[src/rtl/ebpc_pkg.sv]
// ebpc_pkg: shared widths and decoder state encoding for the EBPC ZNZ decoder
package ebpc_pkg;
  localparam int DATA_W = 8;
  localparam int MAX_ZRLE_LEN = 16;
  localparam int LEN_W = $clog2(MAX_ZRLE_LEN);
  typedef enum logic [2:0] {IDLE, FLAG, RUNLEN, ZEROS, NZ} dec_state_e;
endpackage

[src/rtl/ebpc_znz_decoder_if.sv]
// ebpc_znz_decoder_if: block-length, ZNZ, nonzero and output streams of the decoder
interface ebpc_znz_decoder_if #(
  parameter int DATA_W = 8,
  parameter int BLK_W = 16
);
  logic [BLK_W-1:0] len_i;
  logic len_vld_i;
  logic len_rdy_o;
  logic [DATA_W-1:0] znz_data_i;
  logic znz_vld_i;
  logic znz_rdy_o;
  logic [DATA_W-1:0] nz_data_i;
  logic nz_vld_i;
  logic nz_rdy_o;
  logic [DATA_W-1:0] data_o;
  logic last_o;
  logic vld_o;
  logic rdy_i;
  logic err_o;
  modport master (
    output len_i, len_vld_i, znz_data_i, znz_vld_i, nz_data_i, nz_vld_i, rdy_i,
    input len_rdy_o, znz_rdy_o, nz_rdy_o, data_o, last_o, vld_o, err_o
  );
  modport slave (
    input len_i, len_vld_i, znz_data_i, znz_vld_i, nz_data_i, nz_vld_i, rdy_i,
    output len_rdy_o, znz_rdy_o, nz_rdy_o, data_o, last_o, vld_o, err_o
  );
endinterface

[src/rtl/ebpc_znz_bitbuf.sv]
// ebpc_znz_bitbuf: holds one ZNZ word and hands out its bits MSB first
module ebpc_znz_bitbuf #(
  parameter int DATA_W = 8,
  parameter int LEN_W = 4,
  localparam int CNT_W = $clog2(DATA_W + 1)
) (
  input  logic              clk_i,
  input  logic              rst_i,
  input  logic              load_i,
  input  logic [DATA_W-1:0] word_i,
  input  logic              sh1_i,
  input  logic              shn_i,
  input  logic              clr_i,
  output logic              bit_o,
  output logic [LEN_W-1:0]  bits_o,
  output logic [CNT_W-1:0]  cnt_o
);
  logic [DATA_W-1:0] word_q, word_d;
  logic [CNT_W-1:0] cnt_q, cnt_d;
  // clear wins over load; load only happens when empty, shifts only when not
  always_comb begin
    word_d = clr_i ? '0 : load_i ? word_i : sh1_i ? word_q << 1 : shn_i ? word_q << LEN_W : word_q;
    cnt_d = clr_i ? '0 : load_i ? CNT_W'(DATA_W) : sh1_i ? cnt_q - CNT_W'(1) : shn_i ? cnt_q - CNT_W'(LEN_W) : cnt_q;
  end
  // word and remaining-bit count registers
  always_ff @(posedge clk_i or posedge rst_i) begin
    if (rst_i) begin
      word_q <= '0;
      cnt_q <= '0;
    end else begin
      word_q <= word_d;
      cnt_q <= cnt_d;
    end
  end
  assign bit_o = word_q[DATA_W-1];
  assign bits_o = word_q[DATA_W-1 -: LEN_W];
  assign cnt_o = cnt_q;
endmodule

[src/rtl/ebpc_znz_decoder.sv]
// ebpc_znz_decoder: expands ZNZ flags/zero runs into a word stream; EBPC_ZNZ_DEC_ERR_EN enables the clipped-run error flag
module ebpc_znz_decoder
  import ebpc_pkg::*;
#(
  parameter int DATA_W = ebpc_pkg::DATA_W,
  parameter int MAX_ZRLE_LEN = 16,
  parameter int BLK_W = 16
) (
  input logic clk_i,
  input logic rst_i,
  ebpc_znz_decoder_if.slave bus
);
  localparam int LEN_W = $clog2(MAX_ZRLE_LEN);
  localparam int CNT_W = $clog2(DATA_W + 1);
  dec_state_e state_q, state_d;
  logic [BLK_W-1:0] rem_q, rem_d;
  logic [LEN_W-2:0] run_q, run_d;
  logic [LEN_W-1:0] zcnt_q, zcnt_d, gcnt_q, gcnt_d, run_val;
  logic [DATA_W-1:0] data_q, data_d;
  logic vld_q, vld_d, last_q, last_d;
  logic bb_bit, bb_load, bb_sh1, bb_shn, bb_clr;
  logic [LEN_W-1:0] bb_bits;
  logic [CNT_W-1:0] bb_cnt;
  logic slot, len_hs, nz_hs, z_emit, emit, last_word, empty, chain, run_full;
  ebpc_znz_bitbuf #(.DATA_W(DATA_W), .LEN_W(LEN_W)) u_bitbuf (
    .clk_i(clk_i), .rst_i(rst_i), .load_i(bb_load), .word_i(bus.znz_data_i),
    .sh1_i(bb_sh1), .shn_i(bb_shn), .clr_i(bb_clr),
    .bit_o(bb_bit), .bits_o(bb_bits), .cnt_o(bb_cnt)
  );
  // state register
  always_ff @(posedge clk_i or posedge rst_i) begin
    if (rst_i) state_q <= IDLE;
    else state_q <= state_d;
  end
  // next state: nonzero runs chain back-to-back while the next flag bit is already buffered
  always_comb begin
    state_d = state_q;
    case (state_q)
      IDLE:    state_d = len_hs ? FLAG : IDLE;
      FLAG:    state_d = empty ? FLAG : bb_bit ? NZ : RUNLEN;
      RUNLEN:  state_d = run_full ? ZEROS : RUNLEN;
      ZEROS:   state_d = !z_emit ? ZEROS : last_word ? IDLE : zcnt_q == '0 ? FLAG : ZEROS;
      NZ:      state_d = !nz_hs ? NZ : last_word ? IDLE : chain ? NZ : FLAG;
      default: state_d = IDLE;
    endcase
  end
  // handshakes and bit-buffer control; run length is taken whole when possible, else bit by bit across words
  always_comb begin
    empty = bb_cnt == '0;
    slot = !vld_q || bus.rdy_i;
    last_word = rem_q == BLK_W'(1);
    bus.len_rdy_o = state_q == IDLE && !rst_i;
    bus.znz_rdy_o = empty && (state_q == FLAG || state_q == RUNLEN);
    bus.nz_rdy_o = state_q == NZ && slot;
    len_hs = bus.len_vld_i && bus.len_rdy_o;
    nz_hs = bus.nz_vld_i && bus.nz_rdy_o;
    z_emit = state_q == ZEROS && slot;
    emit = nz_hs || z_emit;
    chain = nz_hs && !last_word && !empty && bb_bit;
    bb_load = bus.znz_vld_i && bus.znz_rdy_o;
    bb_shn = state_q == RUNLEN && gcnt_q == '0 && bb_cnt >= CNT_W'(LEN_W);
    bb_sh1 = (state_q == FLAG && !empty) || (state_q == RUNLEN && !empty && !bb_shn) || chain;
    bb_clr = emit && last_word;
    run_full = state_q == RUNLEN && !empty && (bb_shn || gcnt_q == LEN_W'(LEN_W - 1));
    run_val = bb_shn ? bb_bits : {run_q, bb_bit};
  end
  // datapath next values: block counter, run gathering, registered output slot
  always_comb begin
    rem_d = len_hs ? bus.len_i : emit ? rem_q - BLK_W'(1) : rem_q;
    run_d = state_q == RUNLEN && !empty ? run_val[LEN_W-2:0] : run_q;
    gcnt_d = state_q != RUNLEN ? '0 : bb_sh1 ? gcnt_q + LEN_W'(1) : gcnt_q;
    zcnt_d = run_full ? run_val : z_emit ? zcnt_q - LEN_W'(1) : zcnt_q;
    data_d = !emit ? data_q : nz_hs ? bus.nz_data_i : '0;
    vld_d = emit || (vld_q && !bus.rdy_i);
    last_d = emit ? last_word : last_q;
  end
  // datapath registers
  always_ff @(posedge clk_i or posedge rst_i) begin
    if (rst_i) begin
      rem_q <= '0;
      run_q <= '0;
      gcnt_q <= '0;
      zcnt_q <= '0;
      data_q <= '0;
      vld_q <= 1'b0;
      last_q <= 1'b0;
    end else begin
      rem_q <= rem_d;
      run_q <= run_d;
      gcnt_q <= gcnt_d;
      zcnt_q <= zcnt_d;
      data_q <= data_d;
      vld_q <= vld_d;
      last_q <= last_d;
    end
  end
  assign bus.data_o = data_q;
  assign bus.vld_o = vld_q;
  assign bus.last_o = last_q;
`ifdef EBPC_ZNZ_DEC_ERR_EN
  logic err_q;
  // sticky flag: a zero run still had words left when the block ended
  always_ff @(posedge clk_i or posedge rst_i) begin
    if (rst_i) err_q <= 1'b0;
    else if (z_emit && last_word && zcnt_q != '0) err_q <= 1'b1;
  end
  assign bus.err_o = err_q;
`else
  assign bus.err_o = 1'b0;
`endif
endmodule
[src/flat_wrapper.sv]
// flat-port wrapper written by rule: the top's interface ports become plain ports
module ebpc_znz_decoder_flat import ebpc_pkg::*;
#(
  parameter int DATA_W = ebpc_pkg::DATA_W,
  parameter int MAX_ZRLE_LEN = 16,
  parameter int BLK_W = 16
)
  (clk_i, rst_i, bus_len_i, bus_len_vld_i, bus_znz_data_i, bus_znz_vld_i, bus_nz_data_i, bus_nz_vld_i, bus_rdy_i, bus_len_rdy_o, bus_znz_rdy_o, bus_nz_rdy_o, bus_data_o, bus_last_o, bus_vld_o, bus_err_o);
  ebpc_znz_decoder_if #(.DATA_W(DATA_W), .BLK_W(BLK_W)) bus_i ();
  input logic clk_i;
  input logic rst_i;
  input wire logic [$bits(bus_i.len_i)-1:0] bus_len_i;
  input wire logic [$bits(bus_i.len_vld_i)-1:0] bus_len_vld_i;
  input wire logic [$bits(bus_i.znz_data_i)-1:0] bus_znz_data_i;
  input wire logic [$bits(bus_i.znz_vld_i)-1:0] bus_znz_vld_i;
  input wire logic [$bits(bus_i.nz_data_i)-1:0] bus_nz_data_i;
  input wire logic [$bits(bus_i.nz_vld_i)-1:0] bus_nz_vld_i;
  input wire logic [$bits(bus_i.rdy_i)-1:0] bus_rdy_i;
  output wire logic [$bits(bus_i.len_rdy_o)-1:0] bus_len_rdy_o;
  output wire logic [$bits(bus_i.znz_rdy_o)-1:0] bus_znz_rdy_o;
  output wire logic [$bits(bus_i.nz_rdy_o)-1:0] bus_nz_rdy_o;
  output wire logic [$bits(bus_i.data_o)-1:0] bus_data_o;
  output wire logic [$bits(bus_i.last_o)-1:0] bus_last_o;
  output wire logic [$bits(bus_i.vld_o)-1:0] bus_vld_o;
  output wire logic [$bits(bus_i.err_o)-1:0] bus_err_o;
  assign bus_i.len_i = bus_len_i;
  assign bus_i.len_vld_i = bus_len_vld_i;
  assign bus_i.znz_data_i = bus_znz_data_i;
  assign bus_i.znz_vld_i = bus_znz_vld_i;
  assign bus_i.nz_data_i = bus_nz_data_i;
  assign bus_i.nz_vld_i = bus_nz_vld_i;
  assign bus_i.rdy_i = bus_rdy_i;
  assign bus_len_rdy_o = bus_i.len_rdy_o;
  assign bus_znz_rdy_o = bus_i.znz_rdy_o;
  assign bus_nz_rdy_o = bus_i.nz_rdy_o;
  assign bus_data_o = bus_i.data_o;
  assign bus_last_o = bus_i.last_o;
  assign bus_vld_o = bus_i.vld_o;
  assign bus_err_o = bus_i.err_o;
  ebpc_znz_decoder #(.DATA_W(DATA_W), .MAX_ZRLE_LEN(MAX_ZRLE_LEN), .BLK_W(BLK_W)) u_core (.clk_i(clk_i), .rst_i(rst_i), .bus(bus_i));
endmodule
[config.mk]
export PLATFORM = sky130hd
export DESIGN_NAME = ebpc_znz_decoder_flat
export DESIGN_NICKNAME = d
export VERILOG_FILES = /design/src/rtl/ebpc_pkg.sv /design/src/rtl/ebpc_znz_decoder_if.sv /design/src/rtl/ebpc_znz_bitbuf.sv /design/src/rtl/ebpc_znz_decoder.sv /design/src/flat_wrapper.sv
export SDC_FILE = /design/constraint.sdc
export NUM_CORES = 1
export LEC_CHECK = 0
export BUFFER_PORTS_ARGS = -buffer_cell sky130_fd_sc_hd__buf_2
export CORE_ASPECT_RATIO = 0.7
export CORE_MARGIN = 5
export CORE_UTILIZATION = 50
export CTS_BUF_LIST = sky130_fd_sc_hd__clkbuf_8
export CTS_CLUSTER_DIAMETER = 60
export DETAILED_ROUTE_END_ITERATION = 10
export PLACE_DENSITY = 0.82
export SYNTH_ARGS = -nofsm -noshare
export SYNTH_HDL_FRONTEND = slang
export SYNTH_SLANG_ARGS = --single-unit
[constraint.sdc]
create_clock -name clk_i -period 2.4 [get_ports clk_i]
set_clock_uncertainty 0.1 [all_clocks]
set_input_delay 0.12 -clock clk_i [delete_from_list [all_inputs] [get_ports clk_i]]
set_output_delay 0.12 -clock clk_i [all_outputs]
set_load 0.02 [all_outputs]
==> results.yml, run 1 <==
synth:
  synth-main-ff-cell: "dfrtp_1"
  yosysTopAreaCell: "dfrtp_1"
  avgSynthCellArea_um2: 9.36
  yosysSeqAreaShare_pct: 43.9
  synth-edff-count: 0
  synth.area.top_cells: "dfrtp_1 44%, o21ai_0 5.1%, nand2_1 3.9%"
  yosysMostFrequentCell: "dfrtp_1"
  ys_seq_elements: 52
  yosys-top-cells-count: "52 x dfrtp_1, 31 x nand2_1, 30 x o21ai_0"
  synthCells: 317
  netlist_area_um2: 2970
  synth_top_area_share_pct: 43.9
  syn_nets: 364
  ys_warn_count: 0
  ys_async_sr_fraction_pct: 100
  synth_cell_types: 60
final_layout:
  antenna_cells: 0
  multi_input_area_um2: 1590
  fill_cells: 430
  final_util_pct: 68.8
  layout-drive-gt1-share_pct: 26.6
  final_nets: 471
  area_growth_pct: 33.5
  register_area_um2: 1300
  fin_area_um2: 3960
global_routing:
  grt_pass1_vias: 2805
  grt_antenna_before_repair: 0
  grt_max_degree: 29
  grt.overflow.total: 0
  grt_pass1_wl_um: 13400
  groute.usage.overall_pct: 22.2
die:
  rows: 23
  die_area_um2: 7600
  die_h_um: 74.4
  io_pins: 52
  fp.dieW_um: 102
  core_um2: 5760
  start_util_pct: 51.5
outcome:
  status: "finished, violations left"
  violations: "negative setup slack"
clock_network:
  htreeDepth: 2
  clk_latency_ns: 0.31
  cts_buffers: 5
  clock-sinks: 52
  clockBufferDepth: 2
  clkTransAtPathRegs_ns: 0.10
  ctsRootBufferMaster: "clkbuf_8"
  cts_tree: "built"
power:
  internal-power_mw: 2.43
  ir_drop_uv: 516
  power-per-cell-area_nw_per_um2: 1070
  combPwrFrac_pct: 52.5
  p_switching_mw: 1.82
  seqPwrFrac_pct: 35.0
  p_clk_share_pct: 12.5
  switching_share_pct: 42.8
  p_leak_nw: 1.82
routing:
  totalWireLength_um: 7960
  antenna_left: 0
  first_iter_violations: 203
  wl_per_cell_um: 15.9
  drt_pass1_iterations: 5
  drc: 0
  vias_per_cell: 5.76
  routed-via-count: 2878
worst_setup_path:
  cpMaxStageDelayCell: "or4_4"
  critical_path.most_common_cell: "or4_4"
  worstPathMaxFanout: 5
  setup.worst_path.end_class: "flip-flop"
  worstPathBufferInverterCount: 0
  critPathTopFamily: "simple AND/OR/NAND/NOR gates"
  ff2ff_setup_slack_ns: -0.06
  crit_required_ns: 2.50
  crit_path_start_kind: "flip-flop"
  crit_chain: "or4_4 -> or4_4 -> o31ai_4 -> nor4_4 -> a221o_1"
  cpPeakStageDelay_ns: 0.57
  critPathKind: "reg -> reg"
  critPathArrivalTime_ns: 2.56
sta:
  fin_crit_sh_pct: 103
  fmax_mhz: 406
  drv_slew: 0
  rsz0062_at_grt: "true"
  hold_viol: 0
  layout_setup_ws_ns: -0.0620
  maxSlewHeadroom_pct: 62.6
  holdWs_ns: 0.00602
  worst_pin_slew_ns: 0.561
  finalSetupViolations: 5
  period_minus_slack_ns: 2.46
place:
  gp_congestion: 0.898
  post_dp_cell_area_um2: 3520
  portBuffers: 50
  dp_hpwl_um: 5660
run:
  cap_violations: 0
min_path:
  hp-class: "in -> reg"
## layout by cell type (no fill, tap or decap), types with 4 or more instances in the layout
cell	n
o21ai_0	29
buf_4	34
a21oi_1	17
ha_1	8
nand2_1	31
inv_1	17
o211ai_1	6
and3_1	4
buf_2	50
mux2i_1	4
nand3_1	5
nor2_1	18
a31oi_1	4
xnor2_1	10
a22o_1	10
dfrtp_1	51
clkbuf_8	5
nor3_1	7
and2_1	7
nand2b_1	6
dlygate4sd3_1	29
## worst paths after layout
| path | endpoint | cells past startpoint | from |
|---|---|---|---|
| worst max-delay path | u_core.u_bitbuf.word_q[1] | 5 | u_core.rem_q[12] |
| worst min-delay path | u_core.u_bitbuf.word_q[2] | 3 | bus_znz_data_i[2] |
| worst max register to register | u_core.u_bitbuf.word_q[1] | 5 | u_core.rem_q[12] |
| worst min register to register | u_core.bus.data_o[5] | 1 | u_core.bus.data_o[5] |
| max in group asynchronous | u_core.state_q[1] | 4 | rst_i |
| min in group asynchronous | u_core.rem_q[14] | 3 | rst_i |
## timing repair
item,in CTS,in global routing
endpoints found under the hold margin,52,0
hold buffers,29,0
endpoints found under the setup margin,6,15
resized for setup,2,4
pin swaps,0,8
buffers inserted,1,3
## state kept, by name (all words and copies together), names as in the netlist, 3 cells and up
signal / count
u_core.zcnt_q: 4
u_core.run_q: 3
u_core.rem_q: 16
u_core.gcnt_q: 4
u_core.bus.data_o: 8
u_core.u_bitbuf.cnt_o: 4
u_core.u_bitbuf.word_q: 8
u_core.state_q: 3
## stage by stage
stage / TNS [ns] / worst slack, ns / total power, mW / std cells
3_3_place_gp: -0.0224 / -0.00708 / 3.44 / 459
6_report: -0.230 / -0.0620 / 4.25 / 500
5_1_grt: -0.723 / -0.133 / 4.58 / 500
2_1_floorplan: -0.0508 / -0.0135 / 2.85 / 317
4_1_cts: -0.199 / -0.0601 / 4.15 / 497
3_5_place_dp: -0.148 / -0.0419 / 3.55 / 459
## metal layers
layer	GRT usage, %	part of all wire [%]	vias to the layer above
li1	-	-	1365
met5	0	0	-
met3	3.66	5.4	8
met2	37.5	48	103
met4	4.66	0.90	0
met1	30.5	45	1402
## kinds of logic after synthesis
| group | synth area share [%] |
|---|---|
| buffers and inverters | 4.22 |
| AO/OA/AOI/OAI | 22.2 |
| other | 0.126 |
| flip-flops | 43.9 |
| multiplexers | 1.73 |
| adder cells (fa/ha/maj) | 3.80 |
| AND/OR/NAND/NOR | 20.2 |
| XOR/XNOR | 3.84 |
## layout make-up
type,instances,share of cell area (%)
Sequential cell,52,32.9
Clock buffer,5,1.74
Inverter,18,1.71
Tap cell,75,2.37
Multi-Input combinational cell,233,40.1
Clock inverter,3,0.632
Timing Repair Buffer,114,20.6
## worst register-to-register path: stages (launching register included)
cell     delay, ns
dfrtp_1       0.39
or4_4         0.54
or4_4         0.57
o31ai_4       0.35
nor4_4        0.09
a221o_1       0.31
## power by group through the flow
stage	combinational, mW	clock (mW)	sequential [mW]
after floorplan	1.41	0	1.44
after global placement	1.97	0	1.48
after detailed placement	2.06	0	1.50
after CTS	2.13	0.539	1.48
after global routing	2.47	0.575	1.53
final	2.23	0.531	1.49
Note: power is estimated with default switching activity, not from simulation.
==> run 2: changes to the inputs <==
--- a/config.mk
+++ b/config.mk
@@ -15,4 +15,5 @@
 export PLACE_DENSITY = 0.82
 export SYNTH_ARGS = -nofsm -noshare
 export SYNTH_HDL_FRONTEND = slang
+export SYNTH_HIERARCHICAL = 1
 export SYNTH_SLANG_ARGS = --single-unit
==> run 2 against run 1 <==
  * The run ends with negative hold slack, negative setup slack left
  * Synthesized cell count shrank 2.2%
  * Worst setup slack better by 0.015 ns
  * Highest routed layer unchanged
  * Sequential share of layout area shrank 0.82 points
==> results.yml, run 2 <==
final_layout:
  fin_area_um2: 4060
  regMostFlops: "u_core/rem_q"
  final_common_cell: "dfrtp_1"
  final_cell_mix: "52 x dfrtp_1, 50 x buf_2, 44 x buf_4, 30 x nor2_1, 28 x dlygate4sd3_1"
  layout-drive-gt1-share_pct: 30.8
  antenna_cells: 0
  fill_cells: 393
  largest_register_ffs: 16
  final_nets: 465
  area_growth_pct: 36.4
power:
  ir_drop_uv: 531
  combPwrFrac_pct: 55.0
  power-per-cell-area_nw_per_um2: 1090
  p_switching_mw: 1.83
  p_clk_share_pct: 13.4
  seqPwrFrac_pct: 31.6
  p_total_mw: 4.44
  p_leak_nw: 1.88
  switching_share_pct: 41.4
  internal-power_mw: 2.60
die:
  fp.dieW_um: 102
  die_h_um: 74.5
  rows: 23
  core_um2: 5760
  io_pins: 52
  start_util_pct: 51.7
  die_area_um2: 7620
routing:
  dr.max_layer_used: "met4"
  totalWireLength_um: 8670
  vias_per_cell: 5.88
  drc: 0
  wl_met1_um: 3670
  first_iter_violations: 201
  wl_met2_um: 4160
  wl_met3_um: 688
  routed-via-count: 2923
  antenna_left: 0
  drt_pass1_iterations: 5
  wl_per_cell_um: 17.4
outcome:
  violations: "negative hold slack, negative setup slack"
  status: "finished, violations left"
worst_setup_path:
  critPathTopFamily: "simple AND/OR/NAND/NOR gates"
  crit_required_ns: 2.47
  worstPathBufferInverterCount: 1
  critPathArrivalTime_ns: 2.52
  crit_path_start_kind: "flip-flop"
  cpPeakStageDelay_ns: 0.46
  cpMaxStageDelayCell: "or4b_4"
  ff2ff_setup_slack_ns: -0.05
  critPathKind: "reg -> reg"
  worstPathMaxFanout: 10
  crit_chain: "inv_2 -> ha_4 -> or4b_4 -> nor4_4 -> or4_4 -> nand2_8 -> nor3b_2 -> nor4_1 -> a311oi_1"
  setup.worst_path.end_class: "flip-flop"
synth:
  netlist_area_um2: 2980
  synth.area.top_cells: "dfrtp_1 44%, nor2_1 3.9%, xnor2_1 3.8%"
  ys_warn_count: 6
  yosysMostFrequentCell: "dfrtp_1"
  yosysTopAreaCell: "dfrtp_1"
  synth_cell_types: 61
  synthCells: 310
  ys_async_sr_fraction_pct: 100
  yosysSeqAreaShare_pct: 43.7
  ys_seq_elements: 52
  synth_top_area_share_pct: 43.7
  avgSynthCellArea_um2: 9.60
  yosys-top-cells-count: "52 x dfrtp_1, 31 x nor2_1, 25 x nand2_1, 21 x a21oi_1"
  syn_nets: 354
  synth-edff-count: 0
  synth-main-ff-cell: "dfrtp_1"
sta:
  drv_slew: 0
  period_minus_slack_ns: 2.45
  layout_setup_ws_ns: -0.0472
  finalSetupViolations: 6
  hold_viol: 1
  fmax_mhz: 409
  fin_crit_sh_pct: 102
  holdWs_ns: -0.00126
  rsz0062_at_grt: "true"
clock_network:
  clk_latency_ns: 0.30
  clkTransAtPathRegs_ns: 0.09
  clock-sinks: 52
  cts_buffers: 5
  htreeDepth: 2
  clockBufferDepth: 2
  ctsRootBufferMaster: "clkbuf_8"
  cts_tree: "built"
global_routing:
  grt.overflow.total: 0
  grt_antenna_before_repair: 0
  groute.usage.overall_pct: 24.2
  grt_pass1_wl_um: 14500
  grt_max_degree: 37
  grt_pass1_vias: 3036
place:
  dp_hpwl_um: 5670
  post_dp_cell_area_um2: 3590
  gp_congestion: 0.876
  portBuffers: 50
run:
  cap_violations: 0
min_path:
  hp-class: "in -> reg"
-- run 2: cells by family after synthesis --
family | after synthesis | synth area share, %
buffers and inverters | 34 | 5.38
multiplexers | 17 | 5.97
AO/OA/AOI/OAI | 71 | 16.3
other | 1 | 0.126
XOR/XNOR | 18 | 5.30
flip-flops | 52 | 43.7
AND/OR/NAND/NOR | 111 | 20.7
adder cells (fa/ha/maj) | 6 | 2.52
-- run 2: cell type report --
| class | count | area (µm²) | share of cell area (%) |
|---|---|---|---|
| Timing Repair Buffer | 124 | 883 | 21.8 |
| Clock inverter | 3 | 38.8 | 0.956 |
| Inverter | 14 | 52.6 | 1.30 |
| Clock buffer | 5 | 68.8 | 1.70 |
| Multi-Input combinational cell | 224 | 1620 | 39.9 |
| Sequential cell | 52 | 1300 | 32.1 |
| Tap cell | 75 | 93.8 | 2.31 |
-- run 2: per-layer routing --
| metal | up-vias | track usage [%] |
|---|---|---|
| li1 | 1336 | - |
| met1 | 1421 | 31.2 |
| met2 | 147 | 40.2 |
| met3 | 19 | 4.97 |
| met4 | 0 | 9.61 |
| met5 | - | 0 |
-- run 2: repair_timing --
item | in CTS | in global routing
pin swaps | 5 | 4
setup endpoints to repair | 10 | 16
hold endpoints to repair | 43 | 0
buffers inserted | 2 | 0
resized for setup | 9 | 5
hold buffers | 28 | 0
cloned | 1 | 0
-- run 2: worst reg2reg max path: stages (launching register included) --
cell      delay [ns]
dfrtp_1         0.40
inv_2           0.08
ha_4            0.12
or4b_4          0.46
nor4_4          0.30
or4_4           0.21
nand2_8         0.09
nor3b_2         0.19
nor4_1          0.27
a311oi_1        0.10
-- run 2: stage by stage --
| step | utilization, % | hold WS [ns] | worst slack [ns] | TNS, ns | std cells |
|---|---|---|---|---|---|
| finish | 70.5 | -0.00126 | -0.0472 | -0.121 | 497 |
| global route | 70.5 | 0.0424 | -0.169 | -1.30 | 497 |
| CTS | 70.1 | 0.00210 | -0.0266 | -0.0517 | 497 |
| detailed placement | 62.4 | -0.0503 | -0.0612 | -0.367 | 458 |
| global placement | 62.4 | -0.0531 | 0.00705 | 0 | 458 |
| floorplan | - | -0.115 | -0.0625 | -0.270 | 310 |
-- run 2: final timing paths --
kind                                                  to  cells past startpoint                  from
worst max-delay path            u_core/u_bitbuf/cnt_o[3]                      9       u_core/rem_q[1]
worst min-delay path                    u_core/rem_q[14]                      3         bus_len_i[14]
worst max register to register  u_core/u_bitbuf/cnt_o[3]                      9       u_core/rem_q[1]
worst min register to register      u_core/bus.data_o[1]                      1  u_core/bus.data_o[1]
max in group asynchronous               u_core/zcnt_q[2]                      4                 rst_i
min in group asynchronous               u_core/gcnt_q[3]                      3                 rst_i
-- run 2: power groups by stage --
stage / clock network (mW) / registers, mW / logic (mW)
6_report: 0.593 / 1.40 / 2.44
5_1_grt: 0.644 / 1.44 / 2.63
4_1_cts: 0.597 / 1.39 / 2.33
3_5_place_dp: 0 / 1.40 / 2.16
3_3_place_gp: 0 / 1.39 / 2.05
2_1_floorplan: 0 / 1.41 / 1.48
==> run 3: changes to the inputs <==
--- a/config.mk
+++ b/config.mk
@@ -9,7 +9,6 @@
 export CORE_ASPECT_RATIO = 0.7
 export CORE_MARGIN = 5
 export CORE_UTILIZATION = 50
-export CTS_BUF_LIST = sky130_fd_sc_hd__clkbuf_8
 export CTS_CLUSTER_DIAMETER = 60
 export DETAILED_ROUTE_END_ITERATION = 10
 export PLACE_DENSITY = 0.82
==> run 3 against run 2 <==
  * The run still ends with negative hold slack, negative setup slack left
  * Non-clock buffer count stayed put
  * Hold slack about the same
  * Power decreased by 0.60%
  * Highest routed layer unchanged
==> results.yml, run 3 (same netlist as run 2, synthesis figures left out) <==
die:
  start_util_pct: 51.7
  rows: 23
  fp.dieW_um: 102
  die_area_um2: 7620
  core_um2: 5760
  io_pins: 52
  die_h_um: 74.5
sta:
  holdWs_ns: -0.00130
  rsz0062_at_grt: "true"
  drv_slew: 0
  finalSetupViolations: 5
  fmax_mhz: 410
  hold_viol: 1
  fin_crit_sh_pct: 102
  period_minus_slack_ns: 2.44
  layout_setup_ws_ns: -0.0419
outcome:
  violations: "negative hold slack, negative setup slack"
  status: "finished, violations left"
place:
  dp_hpwl_um: 5670
  portBuffers: 50
  post_dp_cell_area_um2: 3590
  gp_congestion: 0.876
routing:
  first_iter_violations: 213
  drt_pass1_iterations: 4
  drc: 0
  vias_per_cell: 5.85
  routed-via-count: 2909
  wl_per_cell_um: 17.1
  antenna_left: 0
  totalWireLength_um: 8490
power:
  ir_drop_uv: 533
  p_clk_share_pct: 13.6
  seqPwrFrac_pct: 31.7
  p_switching_mw: 1.81
  power-per-cell-area_nw_per_um2: 1090
  combPwrFrac_pct: 54.8
  p_leak_nw: 1.87
  p_total_mw: 4.41
  switching_share_pct: 40.9
  internal-power_mw: 2.60
final_layout:
  fin_area_um2: 4050
  final_util_pct: 70.3
  regMostFlops: "u_core/rem_q"
  antenna_cells: 0
  layout-drive-gt1-share_pct: 30.8
  largest_register_ffs: 16
  final_cell_mix: "52 x dfrtp_1, 50 x buf_2, 44 x buf_4, 30 x nor2_1, 28 x dlygate4sd3_1"
  final_nets: 465
  area_growth_pct: 36.1
  fill_cells: 394
  final_common_cell: "dfrtp_1"
worst_setup_path:
  crit_path_start_kind: "flip-flop"
  crit_required_ns: 2.49
  worstPathMaxFanout: 10
  setup.worst_path.end_class: "flip-flop"
  critPathArrivalTime_ns: 2.53
  cp-startpoint: "u_core/rem_q[1]"
  critPathKind: "reg -> reg"
  reg2reg_from: "u_core/rem_q[1]"
clock_network:
  clockBufferDepth: 2
  clkTransAtPathRegs_ns: 0.09
  cts_tree: "built"
  htreeDepth: 2
  cts_buffers: 5
  clk_latency_ns: 0.30
  clock-sinks: 52
  ctsRootBufferMaster: "clkbuf_8"
global_routing:
  grt_antenna_before_repair: 0
  grt_pass1_vias: 3036
  grt.overflow.total: 0
  grt_pass1_wl_um: 14500
  grt_max_degree: 37
  groute.usage.overall_pct: 24.2
run:
  cap_violations: 0
min_path:
  hp-class: "in -> reg"
  min_from: "bus_len_i[14]"
[run 3: cell types whose count changed in the layout (fill, tap and decap cells not counted), sizes merged]
cell | before | now
clkbuf | 5 | 6
inv | 15 | 14
[run 3: final timing paths]
check	to	slack (ns)	cells after the start
min	u_core/rem_q[14]	-0.001	3
min in group asynchronous	u_core/gcnt_q[3]	0.17	3
max in group asynchronous	u_core/run_q[1]	1.34	4
max	u_core/u_bitbuf/word_q[6]	-0.04	9
min reg2reg	u_core/bus.data_o[1]	0.40	1
max reg2reg	u_core/u_bitbuf/word_q[6]	-0.04	9
[run 3: repair_timing]
action / 4_1_cts / 5_1_grt
hold buffers: 28 / 0
hold endpoints to repair: 43 / 0
gates cloned: 1 / 0
buffers inserted: 2 / 0
pin swaps: 5 / 4
setup endpoints to repair: 10 / 15
resized for setup: 9 / 4
[run 3: cell type report]
class	count	area [µm²]	area share, %
Multi-Input combinational cell	224	1610	39.8
Sequential cell	52	1300	32.1
Clock buffer	6	72.6	1.79
Inverter	14	52.6	1.30
Timing Repair Buffer	124	883	21.8
Tap cell	75	93.8	2.32
Clock inverter	2	35.0	0.865
[run 3: worst max-delay path, stage by stage, from the launching register on]
cell and delay (ns):
dfrtp_1 0.40, inv_2 0.08, ha_4 0.12, or4b_4 0.47, nor4_4 0.30, or4_4 0.21, nand2_8 0.09, mux2_4 0.31
mux2i_1 0.15, o31ai_1 0.10
[run 3: power groups by stage]
stage	combinational, mW	clock [mW]	sequential (mW)
after floorplan	1.48	0	1.41
after global placement	2.05	0	1.39
after detailed placement	2.16	0	1.40
after CTS	2.33	0.601	1.39
after global routing	2.62	0.648	1.43
final	2.41	0.598	1.40
[run 3: stage by stage]
stage	setup TNS [ns]	setup slack, ns	cells
after global routing	-1.30	-0.169	497
after global placement	0	0.00705	458
after detailed placement	-0.367	-0.0612	458
after floorplan	-0.270	-0.0625	310
after CTS	-0.0513	-0.0264	497
final	-0.120	-0.0419	497
[run 3: layer usage]
layer / track usage (%) / share of wire [%] / up-vias
li1: - / - / 1340
met1: 31.2 / 42 / 1428
met2: 40.2 / 48 / 120
met3: 4.97 / 7.4 / 21
met4: 9.61 / 2.2 / 0
met5: 0 / 0 / -
